`config.mk`:
```
export PLATFORM = sky130hd
export DESIGN_NAME = mips_mc_ctrl
export DESIGN_NICKNAME = d
export VERILOG_FILES = /design/src/rtl/mips_mc_ctrl_pkg.sv /design/src/rtl/mips_perf_cnt.sv /design/src/rtl/mips_mc_ctrl.sv
export SDC_FILE = /design/constraint.sdc
export NUM_CORES = 1
export LEC_CHECK = 0
export CORE_MARGIN = 1.5
export CORE_UTILIZATION = 45
export CTS_BUF_LIST = sky130_fd_sc_hd__clkbuf_4
export CTS_CLUSTER_DIAMETER = 40
export DETAILED_ROUTE_END_ITERATION = 8
export PLACE_DENSITY = 0.75
export SYNTH_ARGS = -nofsm -noshare
export SYNTH_HDL_FRONTEND = slang
export SYNTH_HIERARCHICAL = 1
export SYNTH_SLANG_ARGS = --single-unit
```
`constraint.sdc`:
```
create_clock -name clk -period 8.23 [get_ports clk]
set_input_delay 2.0575 -clock clk [delete_from_list [all_inputs] [get_ports clk]]
set_output_delay 2.0575 -clock clk [all_outputs]
set_load 0.01 [all_outputs]
```
`src/rtl/mips_mc_ctrl_pkg.sv`:
```
// Purpose: shared encodings for the multi-cycle MIPS control path (opcodes, states, mux selects).
// Latency: n/a (constants, types and one helper function only).
// Backpressure: n/a.
package mips_mc_ctrl_pkg;

  // Opcode field IR[31:26]
  localparam logic [5:0] OP_R     = 6'b000000;
  localparam logic [5:0] OP_J     = 6'b000010;
  localparam logic [5:0] OP_BEQ   = 6'b000100;
  localparam logic [5:0] OP_BNE   = 6'b000101;
  localparam logic [5:0] OP_ADDIU = 6'b001001;
  localparam logic [5:0] OP_LW    = 6'b100011;
  localparam logic [5:0] OP_SW    = 6'b101011;

  // ALU B-operand select
  localparam logic [1:0] SRCB_B      = 2'b00;
  localparam logic [1:0] SRCB_4      = 2'b01;
  localparam logic [1:0] SRCB_IMM    = 2'b10;
  localparam logic [1:0] SRCB_IMM_SH = 2'b11;

  // PC source select
  localparam logic [1:0] PCSRC_ALU    = 2'b00;
  localparam logic [1:0] PCSRC_ALUOUT = 2'b01;
  localparam logic [1:0] PCSRC_JUMP   = 2'b10;

  // ALUOp handed to the existing ALU_control block
  localparam logic [1:0] ALUOP_ADD   = 2'b00;
  localparam logic [1:0] ALUOP_SUB   = 2'b01;
  localparam logic [1:0] ALUOP_FUNCT = 2'b10;

  typedef enum logic [3:0] {
    S_IF      = 4'd0,
    S_ID      = 4'd1,
    S_EX_R    = 4'd2,
    S_WB_R    = 4'd3,
    S_EX_I    = 4'd4,
    S_WB_I    = 4'd5,
    S_EX_ADDR = 4'd6,
    S_MEM_RD  = 4'd7,
    S_WB_LD   = 4'd8,
    S_MEM_WR  = 4'd9,
    S_EX_BR   = 4'd10,
    S_EX_J    = 4'd11
  } state_e;

  // All control strobes/selects driven towards the datapath
  typedef struct packed {
    logic       mem_read;
    logic       mem_write;
    logic       iord;
    logic       ir_write;
    logic       pc_en;
    logic [1:0] pc_source;
    logic       alu_src_a;
    logic [1:0] alu_src_b;
    logic [1:0] alu_op;
    logic       reg_dst;
    logic       mem_to_reg;
    logic       reg_write;
  } ctrl_t;

  // beq takes the branch on equal operands, bne on unequal ones
  function automatic logic branch_taken(input logic [5:0] opcode, input logic zero);
    return (opcode == OP_BNE) ? ~zero : zero;
  endfunction

endpackage

```
`src/rtl/mips_perf_cnt.sv`:
```
// Purpose: cycle / retired-instruction counter pair, both wrapping modulo 2^CNT_W.
// Latency: count visible one clock after the inc strobe.
// Backpressure: none; clr has priority over inc.
//  Ports: clk, clr (sync clear), cyc_inc, inst_inc, cycle_cnt, inst_cnt
module mips_perf_cnt #(
  parameter int CNT_W = 32
) (
  input  logic             clk,
  input  logic             clr,
  input  logic             cyc_inc,
  input  logic             inst_inc,
  output logic [CNT_W-1:0] cycle_cnt,
  output logic [CNT_W-1:0] inst_cnt
);

  always_ff @(posedge clk) begin
    if (clr) begin
      cycle_cnt <= '0;
      inst_cnt  <= '0;
    end else begin
      if (cyc_inc)  cycle_cnt <= cycle_cnt + 1'b1;
      if (inst_inc) inst_cnt  <= inst_cnt + 1'b1;
    end
  end

endmodule

```
`src/rtl/mips_mc_ctrl.sv`:
```
// Purpose: multi-cycle MIPS control FSM sequencing shared ALU, memory port and register file.
// Latency: R/addiu/sw 4 cycles, lw 5, branch/j 3, nop 2, plus one per memory wait cycle.
// Backpressure: memory stalls IF/MEM_RD/MEM_WR by withholding Mem_ack; requests held until acked.
//  Ports: clk, rst (sync, active-low), Opcode, Zero, Mem_ack in; datapath controls
//  (MemRead..RegWrite), debug State, Cycle_cnt and Inst_cnt out.
module mips_mc_ctrl
  import mips_mc_ctrl_pkg::*;
#(
  parameter int CNT_W = 32
) (
  input  logic             clk,
  input  logic             rst,
  input  logic [5:0]       Opcode,
  input  logic             Zero,
  input  logic             Mem_ack,
  output logic             MemRead,
  output logic             MemWrite,
  output logic             IorD,
  output logic             IRWrite,
  output logic             PC_en,
  output logic [1:0]       PCSource,
  output logic             ALUSrcA,
  output logic [1:0]       ALUSrcB,
  output logic [1:0]       ALUOp,
  output logic             RegDst,
  output logic             MemtoReg,
  output logic             RegWrite,
  output logic [3:0]       State,
  output logic [CNT_W-1:0] Cycle_cnt,
  output logic [CNT_W-1:0] Inst_cnt
);

  state_e state, state_nxt;
  ctrl_t  ctrl;
  logic   retire;

  always_ff @(posedge clk) begin
    if (!rst) state <= S_IF;
    else      state <= state_nxt;
  end

  always_comb begin
    state_nxt = S_IF;
    case (state)
      S_IF:      state_nxt = Mem_ack ? S_ID : S_IF;
      S_ID: begin
        case (Opcode)
          OP_R:          state_nxt = S_EX_R;
          OP_ADDIU:      state_nxt = S_EX_I;
          OP_LW, OP_SW:  state_nxt = S_EX_ADDR;
          OP_BEQ, OP_BNE: state_nxt = S_EX_BR;
          OP_J:          state_nxt = S_EX_J;
          default:       state_nxt = S_IF;   // unknown opcode retires as a nop
        endcase
      end
      S_EX_R:    state_nxt = S_WB_R;
      S_EX_I:    state_nxt = S_WB_I;
      S_EX_ADDR: state_nxt = (Opcode == OP_SW) ? S_MEM_WR : S_MEM_RD;
      S_MEM_RD:  state_nxt = Mem_ack ? S_WB_LD : S_MEM_RD;
      S_MEM_WR:  state_nxt = Mem_ack ? S_IF : S_MEM_WR;
      default:   state_nxt = S_IF;   // WB_*, EX_BR, EX_J and unused codes
    endcase
  end

  // Moore decode; only the IF ack cycle and EX_BR look at inputs.
  always_comb begin
    ctrl = '0;
    case (state)
      S_IF: begin
        ctrl.mem_read  = 1'b1;
        ctrl.alu_src_b = SRCB_4;
        ctrl.alu_op    = ALUOP_ADD;
        if (Mem_ack) begin
          ctrl.ir_write  = 1'b1;
          ctrl.pc_en     = 1'b1;
          ctrl.pc_source = PCSRC_ALU;
        end
      end
      S_ID: begin
        // speculative branch target lands in ALUOut
        ctrl.alu_src_b = SRCB_IMM_SH;
        ctrl.alu_op    = ALUOP_ADD;
      end
      S_EX_R: begin
        ctrl.alu_src_a = 1'b1;
        ctrl.alu_src_b = SRCB_B;
        ctrl.alu_op    = ALUOP_FUNCT;
      end
      S_WB_R: begin
        ctrl.reg_dst   = 1'b1;
        ctrl.reg_write = 1'b1;
      end
      S_EX_I, S_EX_ADDR: begin
        ctrl.alu_src_a = 1'b1;
        ctrl.alu_src_b = SRCB_IMM;
        ctrl.alu_op    = ALUOP_ADD;
      end
      S_WB_I:    ctrl.reg_write = 1'b1;
      S_MEM_RD: begin
        ctrl.mem_read = 1'b1;
        ctrl.iord     = 1'b1;
      end
      S_WB_LD: begin
        ctrl.mem_to_reg = 1'b1;
        ctrl.reg_write  = 1'b1;
      end
      S_MEM_WR: begin
        ctrl.mem_write = 1'b1;
        ctrl.iord      = 1'b1;
      end
      S_EX_BR: begin
        ctrl.alu_src_a = 1'b1;
        ctrl.alu_src_b = SRCB_B;
        ctrl.alu_op    = ALUOP_SUB;
        ctrl.pc_source = PCSRC_ALUOUT;
        ctrl.pc_en     = branch_taken(Opcode, Zero);
      end
      S_EX_J: begin
        ctrl.pc_source = PCSRC_JUMP;
        ctrl.pc_en     = 1'b1;
      end
      default: ctrl = '0;
    endcase
    // Reset silences everything immediately, even mid memory wait.
    if (!rst) ctrl = '0;
  end

  // An IF that is still waiting loops to IF but has not finished anything.
  assign retire = rst && (state != S_IF) && (state_nxt == S_IF);

  mips_perf_cnt #(.CNT_W(CNT_W)) u_perf_cnt (
    .clk       (clk),
    .clr       (!rst),
    .cyc_inc   (rst),
    .inst_inc  (retire),
    .cycle_cnt (Cycle_cnt),
    .inst_cnt  (Inst_cnt)
  );

  assign MemRead  = ctrl.mem_read;
  assign MemWrite = ctrl.mem_write;
  assign IorD     = ctrl.iord;
  assign IRWrite  = ctrl.ir_write;
  assign PC_en    = ctrl.pc_en;
  assign PCSource = ctrl.pc_source;
  assign ALUSrcA  = ctrl.alu_src_a;
  assign ALUSrcB  = ctrl.alu_src_b;
  assign ALUOp    = ctrl.alu_op;
  assign RegDst   = ctrl.reg_dst;
  assign MemtoReg = ctrl.mem_to_reg;
  assign RegWrite = ctrl.reg_write;
  assign State    = state;

endmodule

```
After elaboration in Yosys (flattened, before gate mapping)
Cells that the tools add are included.

cells by class
  $lt $le $gt $ge = 0
  bitwise gates (word level) = 1
  add/subtract/negate cells = 2
  reduce and logical (&&, ||, !) cells = 13
  muxes and demuxes = 19
  eq/ne operators = 17
  div/mod/pow operators = 0
  multiply operators = 0
  shift operators = 0

operators with widths
  operator                                              number
  adder 32 x 1 -> 32 bit (second input constant)        2
  one-hot mux 4 bit (5 select lines)                    2
  one-hot mux 4 bit (7 select lines)                    1
  equality test 4 x 3 -> 1 bit (second input constant)  4
  equality test 4 bit (second input constant)           4
  2-to-1 mux 4 bit                                      4
  2-to-1 mux 15 bit                                     1
  equality test 6 x 3 -> 1 bit (second input constant)  2
  equality test 6 bit (second input constant)           2
  2-to-1 mux 1 bit                                      10
  OR reduction 2 bit                                    5
  one-hot mux 3 bit (3 select lines)                    1
  equality test 4 x 2 -> 1 bit (second input constant)  2
  zero test 4 bit                                       2
  equality test 6 x 2 -> 1 bit (second input constant)  1
  equality test 6 x 4 -> 1 bit (second input constant)  1
  zero test 6 bit                                       1
  equality test 4 x 1 -> 1 bit (second input constant)  1
  nonzero test 4 bit                                    1
  OR reduction 4 bit                                    1
  OR reduction 3 bit                                    1
  logical AND 1 bit                                     2
  inverter 1 bit                                        1

word-level totals
  bits in registers = 68
  input bits = 10
  memories kept = 0
  output and inout port bits = 83
  memory bits (writable) = 0
  bits in latches = 0
  memory bits (read-only) = 0
  word-level logic and storage cells = 55

Longest topological paths before layout
Gate-level depths: netlist of run 1.

  depth after elaboration = 6
  depth in mapped cells = 13
  depth with buffers taken out = 9

Cells and area by module
Netlist of run 1, hierarchy kept.

by module, submodules not included
  module         cells each  seq. area each (µm²)  area each (µm²)  times used
  mips_perf_cnt  354         1281.2                3019.1           1
  mips_mc_ctrl   94          80.1                  584.3            1

Worst setup path after synthesis of run 1
OpenSTA, ideal clock, no wires.

  path kind = input -> output
  start point = input Opcode[4]
  end point = output PC_en
  path buffers = 0
  data arrival time = 2.972 ns
  cell stages on the path = 5
  setup slack = 3.201 ns
  data required time = 6.173 ns
  cell sequence = nand2b_1 > and3b_1 > xor2_1 > nor2_1 > o32ai_1

between the ends
  longest elaborated chain between the ends = 4

RTL lines
  element                             line                    RTL
  from (decl)                         mips_mc_ctrl.sv:13      input logic [5:0] Opcode,
  equality test 6 x 3 -> 1 bit        mips_mc_ctrl_pkg.sv:64  return (opcode == OP_BNE) ? ~zero : zero;
  2-to-1 mux 1 bit                    mips_mc_ctrl_pkg.sv:64
  one-hot mux 3 bit (3 select lines)  mips_mc_ctrl.sv:68      case (state)
  2-to-1 mux 15 bit                   mips_mc_ctrl.sv:125     if (!rst) ctrl = '0;
  to (decl)                           mips_mc_ctrl.sv:20      output logic PC_en,

Every way passes these cells.

Final worst setup path of run 1
  start point = input rst
  end point = output PC_en

between the ends
  longest elaborated chain between the ends = 1

RTL lines
  element            line                 RTL
  from (decl)        mips_mc_ctrl.sv:12   input logic rst,
  2-to-1 mux 15 bit  mips_mc_ctrl.sv:125

Every way passes these cells.

==> results of run 1 <==
[cells in the mapped netlist, types with 2 or more instances]
master	instances
inv_1	12
and4_1	11
or3_1	9
nor3_1	12
buf_2	7
nor4_1	2
a21oi_1	42
and3_1	5
xor2_1	12
a211oi_1	2
nand3_1	22
o21ai_0	15
nor2_1	51
dfxtp_1	68
o31ai_1	24
ha_1	2
nand4b_1	2
mux2i_1	2
nand4_1	16
xnor2_1	13
nand2_1	36
or4_1	27
and2_1	3
mux2_2	4
nor2b_1	5
nand2b_1	3
and3b_1	2
clkbuf_1	15
nand3_2	2
[flip-flops by register name, summed over array words and instances (netlist names)]
name	count
u_perf_cnt/cycle_cnt	32
u_perf_cnt/inst_cnt	32
State	4
[metal layers]
| metal | share of wire [%] | routed length (um) | GRT usage, % |
|---|---|---|---|
| met4 | 1.4 | 127 | 5.77 |
| met1 | 45 | 4160 | 25.8 |
| met3 | 4.2 | 387 | 5.50 |
| met2 | 49 | 4520 | 37.1 |
| met5 | 0 | 0 | 0 |
[kinds of logic (layout without fill, tap and decap cells)]
logic type	count (synthesis)	in the layout	share of synthesized area (%)
compound gates	93	93	15.8
xor+xnor	25	25	6.08
fa+ha+maj	2	2	0.694
buf+inv	37	119	4.41
flops	68	68	37.8
mux	6	6	1.81
simple gates	217	217	33.5
[power breakdown]
group,switching [mW],leakage (nW),total [mW],internal (mW)
clock network,0.108,0.0509,0.167,0.0595
logic,0.0196,0.809,0.0362,0.0165
registers,0.00402,0.548,0.335,0.331
total,0.131,1.41,0.538,0.407
[how the worst max path moves through the flow]
stage	endpoint	slack [ps]	cells past startpoint
after floorplan	PC_en	3200	5
after global placement	PC_en	2200	4
after detailed placement	PC_en	2150	7
after CTS	PC_en	2140	4
after global routing	PC_en	2010	7
final	PC_en	2150	4
[per-stage QoR]
step                setup WS (ps)  utilization, %  instance area [um2]  cells
floorplan                    3200               -                 3600    448
global placement             2200            58.8                 4550    618
detailed placement           2150            58.8                 4550    618
CTS                          2140            60.0                 4640    632
global route                 2010            60.0                 4640    632
finish                       2150            60.0                 4640    632
[area by class of cell]
cell class	count	share of cell area, %
inverters	12	0.971
multi-input cells	343	44.9
clock inverters	4	0.405
repair buffers	93	20.0
well taps	102	2.75
flip-flops and latches	68	29.3
clock buffers	10	1.62
[worst register-to-register path, stage by stage (launching register included)]
cell,delay [ps]
dfxtp_1,700
nor2_1,200
o21ai_0,220
o311ai_1,140
a211oi_1,280
and4b_1,400
and4_1,310
nand4_1,560
or4_1,720
a21oi_1,160
==> flow_metrics.tcl, run 1 <==
set metrics [dict create \
    status "finished, final reports clean" \
    fmax_mhz 164 \
    powerDensity_mw_per_mm2 116 \
    postRouteAntennaNets 0 \
    cts_tree "yes" \
    max_stage_delay_ps 790 \
    r2r-end "u_perf_cnt/inst_cnt[31]" \
    multi_input_area_mm2 0.00208 \
    synth_cell_types 51 \
    antenna_found_initial 0 \
    cp_cell_sequence "clkdlybuf4s50_1 > nand3_1 > o32ai_1 > clkdlybuf4s50_1" \
    cts_max_level 3 \
    r2r_setup_slack_ps 4470 \
    ys_async_sr_fraction_pct 0 \
    cts_buffers 9 \
    track_usage_pct 21.3 \
    hold_viol_final 0 \
    crit_buf_inv 2 \
    synth.area.top_cells "dfxtp_1 (38%), a21oi_1 (5.8%), or4_1 (5.6%), nor2_1 (5.3%), o31ai_1 (5.0%)" \
    period_share_pct 73.9 \
    wl_per_cell_um 14.6 \
    mostFrequentLayoutCells "clkdlybuf4s50_1 (92), dfxtp_1 (68), nor2_1 (51), a21oi_1 (42), nand2_1 (36)" \
    postCtsSetupBuffers 0 \
    worstPathRequired_ps 6170 \
    min_path_cells 2 \
    cts_root_buf "clkbuf_4" \
    finalCriticalPeriod_ps 6080 \
    clk_pin_slew_worst_paths_ps 100 \
    setup_viol 0 \
    synthFlopType "dfxtp_1" \
    seq_area_frac_synth_pct 37.8 \
    synth-edff-count 0 \
    dieArea_mm2 0.00855 \
    routed_wl_um 9200 \
    place_hpwl_um 6420 \
    syn_avg_cell_area_um2 8.04 \
    hold_ws_ps 503 \
    grt_pass1_vias 3232 \
    skew_ps 17.1 \
    ir_drop_v 0.0000894 \
    worst_pin_slew_ps 670 \
    critPathSlowestCell "clkdlybuf4s50_1" \
    clk_latency_ps 390 \
    grt_pass1_wl_um 14900 \
    hold_buffers 0 \
    max_cap_violations 0 \
    grt.overflow.total 0 \
    gp_congestion 0.841 \
    crit_fanout 13 \
    synth-seq-cells 68 \
    holdCritPathClass "reg2reg" \
    cts.repair.resized 0 \
    synthCells 448 \
    netlist.area_leader.share_pct 37.8 \
    startpoint_type "input port" \
    start_util_pct 46.6 \
    first_pass_iters 4 \
    synth_area_mm2 0.00360 \
    num_antenna_cells 0 \
    min_to "u_perf_cnt/inst_cnt[19]" \
    nFillCells 713 \
    portBuffers 92 \
    fp.dieH_um 92.5 \
    power.total_mw 0.538 \
    syn2layout_area_growth_pct 28.8 \
    relSlewSlack_pct 55.2 \
    drive_gt1_share_pct 4.53 \
    ios 93 \
    grt_max_degree 65 \
    via_per_inst 5.75 \
    crit_type "in2out" \
    final_common_cell "clkdlybuf4s50_1" \
    cp.arrival_ps 4030 \
    numClockSinks 68 \
    yosysTopAreaCell "dfxtp_1" \
    seqCellArea_mm2 0.00136 \
    layout.nets 539 \
    setup_tns_ps 0 \
    row_count 32 \
    p_leak_nw 1.41 \
    core_mm2 0.00773 \
    grt_setup_unrepaired "no" \
    drt_drc_violations_left 0 \
    critPathCaptureType "output pin" \
    num_vias 3635 \
    reg2regPathDepth 9 \
    r2r_start "State[0]" \
    synth.yosys.warnings 6 \
    cp-startpoint "rst" \
    path_common_cell "clkdlybuf4s50_1" \
    crit_family "buffers and inverters" \
    synth_nets 460 \
    worstHoldStart "u_perf_cnt/inst_cnt[19]" \
    first_iter_violations 196 \
    die_x_um 92.5 \
    finalMaxSlewViolations 0 \
    clockBufferDepth 2 \
]
Note: power is estimated with default switching activity, not from simulation.
==> run 2: changes to the inputs <==
- clock period: 8.23 -> 5.6 ns (I/O delays scaled with it)
==> run 2 against run 1 <==
  * Cell area rose by 0.81%
  * Total power rose by 58%
  * Critical path depth unchanged
  * Register-to-register slack got worse by 2600 ps
  * Sequential share of layout area down 0.24 points
  * Routed wire length increased by 0.46%
  * Sequential cell count unchanged
  * Critical path type unchanged
==> flow_metrics.tcl, run 2 (same netlist as run 1, synthesis figures left out) <==
set metrics [dict create \
    max_cap_violations 0 \
    min_path_cells 2 \
    drive_gt1_share_pct 5.26 \
    final_util_pct 60.5 \
    grt_max_degree 37 \
    cts_root_buf "clkbuf_4" \
    gp_congestion 0.855 \
    clockBufferDepth 2 \
    first_iter_violations 206 \
    wl_per_cell_um 14.6 \
    crit_family "buffers and inverters" \
    place_hpwl_um 6580 \
    layout.nets 540 \
    first_pass_iters 5 \
    fp.dieH_um 92.5 \
    final_common_cell "clkdlybuf4s50_1" \
    numClockSinks 68 \
    dieArea_mm2 0.00855 \
    routed_wl_um 9240 \
    grt_pass1_vias 3345 \
    clk_pin_slew_worst_paths_ps 100 \
    start_util_pct 46.6 \
    crit_fanout 13 \
    powerDensity_mw_per_mm2 182 \
    fin_cells 634 \
    path_common_cell "clkdlybuf4s50_1" \
    nFillCells 691 \
    ios 93 \
    via_per_inst 5.80 \
    antenna_found_initial 0 \
    grt.overflow.total 0 \
    mostFrequentLayoutCells "clkdlybuf4s50_1 (92), dfxtp_1 (68), nor2_1 (51), a21oi_1 (42), nand2_1 (36)" \
    worstPathRequired_ps 4200 \
    r2r-end "u_perf_cnt/inst_cnt[31]" \
    cts_max_level 3 \
    postRouteAntennaNets 0 \
    period_share_pct 86.2 \
    r2r_setup_slack_ps 1920 \
    ir_drop_v 0.000102 \
    max_stage_delay_ps 790 \
    num_antenna_cells 0 \
    cts.repair.resized 0 \
    cp-startpoint "rst" \
    hold_viol_final 0 \
    setup_tns_ps 0 \
    critPathCaptureType "output pin" \
    reg2regPathDepth 9 \
    place_inst 619 \
    startpoint_type "input port" \
    finalCriticalPeriod_ps 4830 \
    grt_setup_unrepaired "no" \
    holdCritPathClass "reg2reg" \
    portBuffers 92 \
    p_leak_nw 1.43 \
    cp.arrival_ps 3430 \
    setup_viol 0 \
    grt_pass1_wl_um 15900 \
    relSlewSlack_pct 58.3 \
    die_x_um 92.5 \
    num_vias 3680 \
    cp_cell_sequence "clkdlybuf4s50_1 > nand3_1 > o32ai_1 > clkdlybuf4s50_1" \
    postCtsSetupBuffers 0 \
    min_to "u_perf_cnt/cycle_cnt[21]" \
    cp_num_cells 4 \
    worst_pin_slew_ps 623 \
    row_count 32 \
    critPathSlowestCell "clkdlybuf4s50_1" \
    crit_type "in2out" \
    track_usage_pct 22.9 \
    cts_tree "yes" \
    skew_ps 16.4 \
    crit_buf_inv 2 \
    syn2layout_area_growth_pct 29.8 \
    fmax_mhz 207 \
    cts_buffers 9 \
    drt_drc_violations_left 0 \
    finalMaxSlewViolations 0 \
    clk_latency_ps 410 \
    status "finished, final reports clean" \
    r2r_start "State[0]" \
    hold_buffers 0 \
    core_mm2 0.00773 \
    worstHoldStart "u_perf_cnt/cycle_cnt[21]" \
]
## run 2: changes by cell type in the layout (fill, tap and decap cells not counted), sizes merged
cell | previous run | this run
buf | 1 | 2
bufinv | 0 | 1
clkbuf | 10 | 9
clkinv | 3 | 4
## run 2: worst min-delay path, stage by stage, from the launching register on
cell and delay, ps:
dfxtp_1 340, o31ai_1 60, a21oi_1 50
## run 2: cell type report
type	instances	area (um2)	area share (%)
clock inverter	6	56.3	1.20
timing repair buffer	94	936	20.0
clock buffer	9	67.6	1.44
tap	102	128	2.73
sequential	68	1360	29.1
inverter	12	45.0	0.963
multi-input combinational	343	2080	44.5
## run 2: metrics by stage
stage	total power, mW	setup WS [ps]	hold WS, ps	cell area (um2)
detailed placement	0.557	660	483	4550
global placement	0.555	829	471	4550
CTS	0.858	806	499	4680
finish	0.849	771	496	4680
global route	0.888	638	520	4680
floorplan	0.531	1810	496	3600
## run 2: how the worst max path moves through the flow
| stage | to |
|---|---|
| after floorplan | u_perf_cnt/inst_cnt[22] |
| after global placement | u_perf_cnt/inst_cnt[31] |
| after detailed placement | u_perf_cnt/inst_cnt[31] |
| after CTS | PC_en |
| after global routing | PC_en |
| final | PC_en |
## run 2: per-layer routing
layer | GRT usage (%) | vias to the layer above | wire length [um]
met5 | 0 | - | 0
met4 | 9.87 | 0 | 200
met3 | 4.11 | 15 | 359
li1 | - | 1818 | -
met1 | 29.5 | 1756 | 4090
met2 | 37.3 | 91 | 4590
## run 2: where the power goes
group,switching (mW),total (mW),internal [mW]
clock,0.173,0.303,0.130
combinational,0.0295,0.0542,0.0247
sequential,0.00573,0.492,0.486
==> run 3: changes to the inputs <==
- PLACE_DENSITY: 0.75 -> not set
- PLACE_DENSITY_LB_ADDON: not set -> 0.05
==> run 3 against run 2 <==
  * Routed wire length is 2.5% lower
  * Non-clock buffer count stayed put
  * Core utilization is 0.15 points higher
  * Clock power is 4% higher
  * Via count is 0.95% lower
==> flow_metrics.tcl, run 3 (same netlist as run 1, synthesis figures left out) <==
set metrics [dict create \
    status "finished, final reports clean" \
    final_common_cell "clkdlybuf4s50_1" \
    track_usage_pct 21.1 \
    gp_congestion 0.806 \
    placed_cell_area_mm2 0.00455 \
    finalCriticalPeriod_ps 4750 \
    hold_ws_ps 501 \
    crit_type "in2out" \
    p_sw_mw 0.214 \
    grt_pass1_vias 3175 \
    drt_drc_violations_left 0 \
    cts_tree "yes" \
    ios 93 \
    r2r-end "u_perf_cnt/inst_cnt[31]" \
    postCtsSetupBuffers 0 \
    finalMaxSlewViolations 0 \
    skew_ps 17.0 \
    max_cap_violations 0 \
    fp.dieH_um 92.5 \
    num_vias 3645 \
    worst_pin_slew_ps 682 \
    period_share_pct 84.9 \
    relSlewSlack_pct 54.4 \
    cts_root_buf "clkbuf_4" \
    wl_per_cell_um 14.2 \
    hold_viol_final 0 \
    mostFrequentLayoutCells "clkdlybuf4s50_1 (92), dfxtp_1 (68), nor2_1 (51), a21oi_1 (42), nand2_1 (36)" \
    clk_latency_ps 410 \
    reg2regPathDepth 9 \
    routed_wl_um 9010 \
    preCtsSetupSlack_ps 638 \
    r2r_setup_slack_ps 1910 \
    seq_power_share_pct 57.3 \
    pwr-share-clk_pct 36.6 \
    worstPathRequired_ps 4200 \
    numClockSinks 68 \
    p_sw_share_pct 24.9 \
    setup_tns_ps 0 \
    antenna_found_initial 0 \
    start_util_pct 46.6 \
    final_util_pct 60.7 \
    cp-startpoint "rst" \
    startpoint_type "input port" \
    fin_cells 635 \
    grt_setup_unrepaired "no" \
    layout.nets 540 \
    cts_buffers 9 \
    power.total_mw 0.859 \
    postRouteAntennaNets 0 \
    first_iter_violations 122 \
    dieArea_mm2 0.00855 \
    syn2layout_area_growth_pct 30.1 \
    ir_drop_v 0.000133 \
    fin_area_mm2 0.00469 \
    via_per_inst 5.74 \
    critPathCaptureType "output pin" \
    die_x_um 92.5 \
    hold_buffers 0 \
    place_inst 619 \
    internal-power_mw 0.645 \
    grt.overflow.total 0 \
    crit_path_end "PC_en" \
    setup_viol 0 \
    holdCritPathClass "reg2reg" \
    drive_gt1_share_pct 5.44 \
    num_antenna_cells 0 \
    crit_fanout 13 \
    row_count 32 \
    first_pass_iters 5 \
    core_mm2 0.00773 \
    portBuffers 92 \
    fmax_mhz 210 \
    cts.repair.resized 0 \
    powerDensity_mw_per_mm2 183 \
    p_leak_nw 1.43 \
    r2r_start "State[0]" \
    clockBufferDepth 2 \
    timing.final.ws_setup_ps 848 \
    grt_max_degree 42 \
    cts_max_level 3 \
    clk_pin_slew_worst_paths_ps 110 \
    grt_pass1_wl_um 14700 \
    cp.arrival_ps 3350 \
    power_frac_comb_pct 6.1 \
    place_hpwl_um 6310 \
]
[run 3: layout make-up]
cell class,instances,area [um2]
Multi-Input combinational cell,343,2080
Clock buffer,9,67.6
Fill cell,732,3040
Timing Repair Buffer,94,936
Sequential cell,68,1360
Inverter,12,45.0
Clock inverter,7,67.6
Tap cell,102,128
[run 3: per-layer routing]
layer | GRT usage (%) | up-vias | wire [um]
li1 | - | 1824 | -
met1 | 26.6 | 1721 | 4050
met2 | 34.8 | 96 | 4440
met3 | 5.17 | 4 | 457
met4 | 7.82 | 0 | 61
met5 | 0 | - | 0
[run 3: power by group through the flow]
stage                     sequential, mW  clock (mW)  combinational [mW]
after floorplan                    0.501           0              0.0296
after global placement             0.503           0              0.0524
after detailed placement           0.503           0              0.0529
after CTS                          0.492       0.326              0.0530
after global routing               0.493       0.345              0.0575
final                              0.492       0.314              0.0528
[run 3: worst min-delay path by stage]
stage | start | to | slack (ps) | cells after the start
3_5_place_dp | u_perf_cnt/inst_cnt[23] | u_perf_cnt/inst_cnt[23] | 490 | 2
5_1_grt | u_perf_cnt/cycle_cnt[21] | u_perf_cnt/cycle_cnt[21] | 530 | 2
4_1_cts | u_perf_cnt/inst_cnt[31] | u_perf_cnt/inst_cnt[31] | 510 | 2
2_1_floorplan | u_perf_cnt/inst_cnt[31] | u_perf_cnt/inst_cnt[31] | 500 | 2
3_3_place_gp | u_perf_cnt/inst_cnt[23] | u_perf_cnt/inst_cnt[23] | 480 | 2
6_report | u_perf_cnt/inst_cnt[23] | u_perf_cnt/inst_cnt[23] | 500 | 2
[run 3: critical path, cell delays in order]
cell and delay [ps]:
clkdlybuf4s50_1 780, nand3_1 270, o32ai_1 320, clkdlybuf4s50_1 580
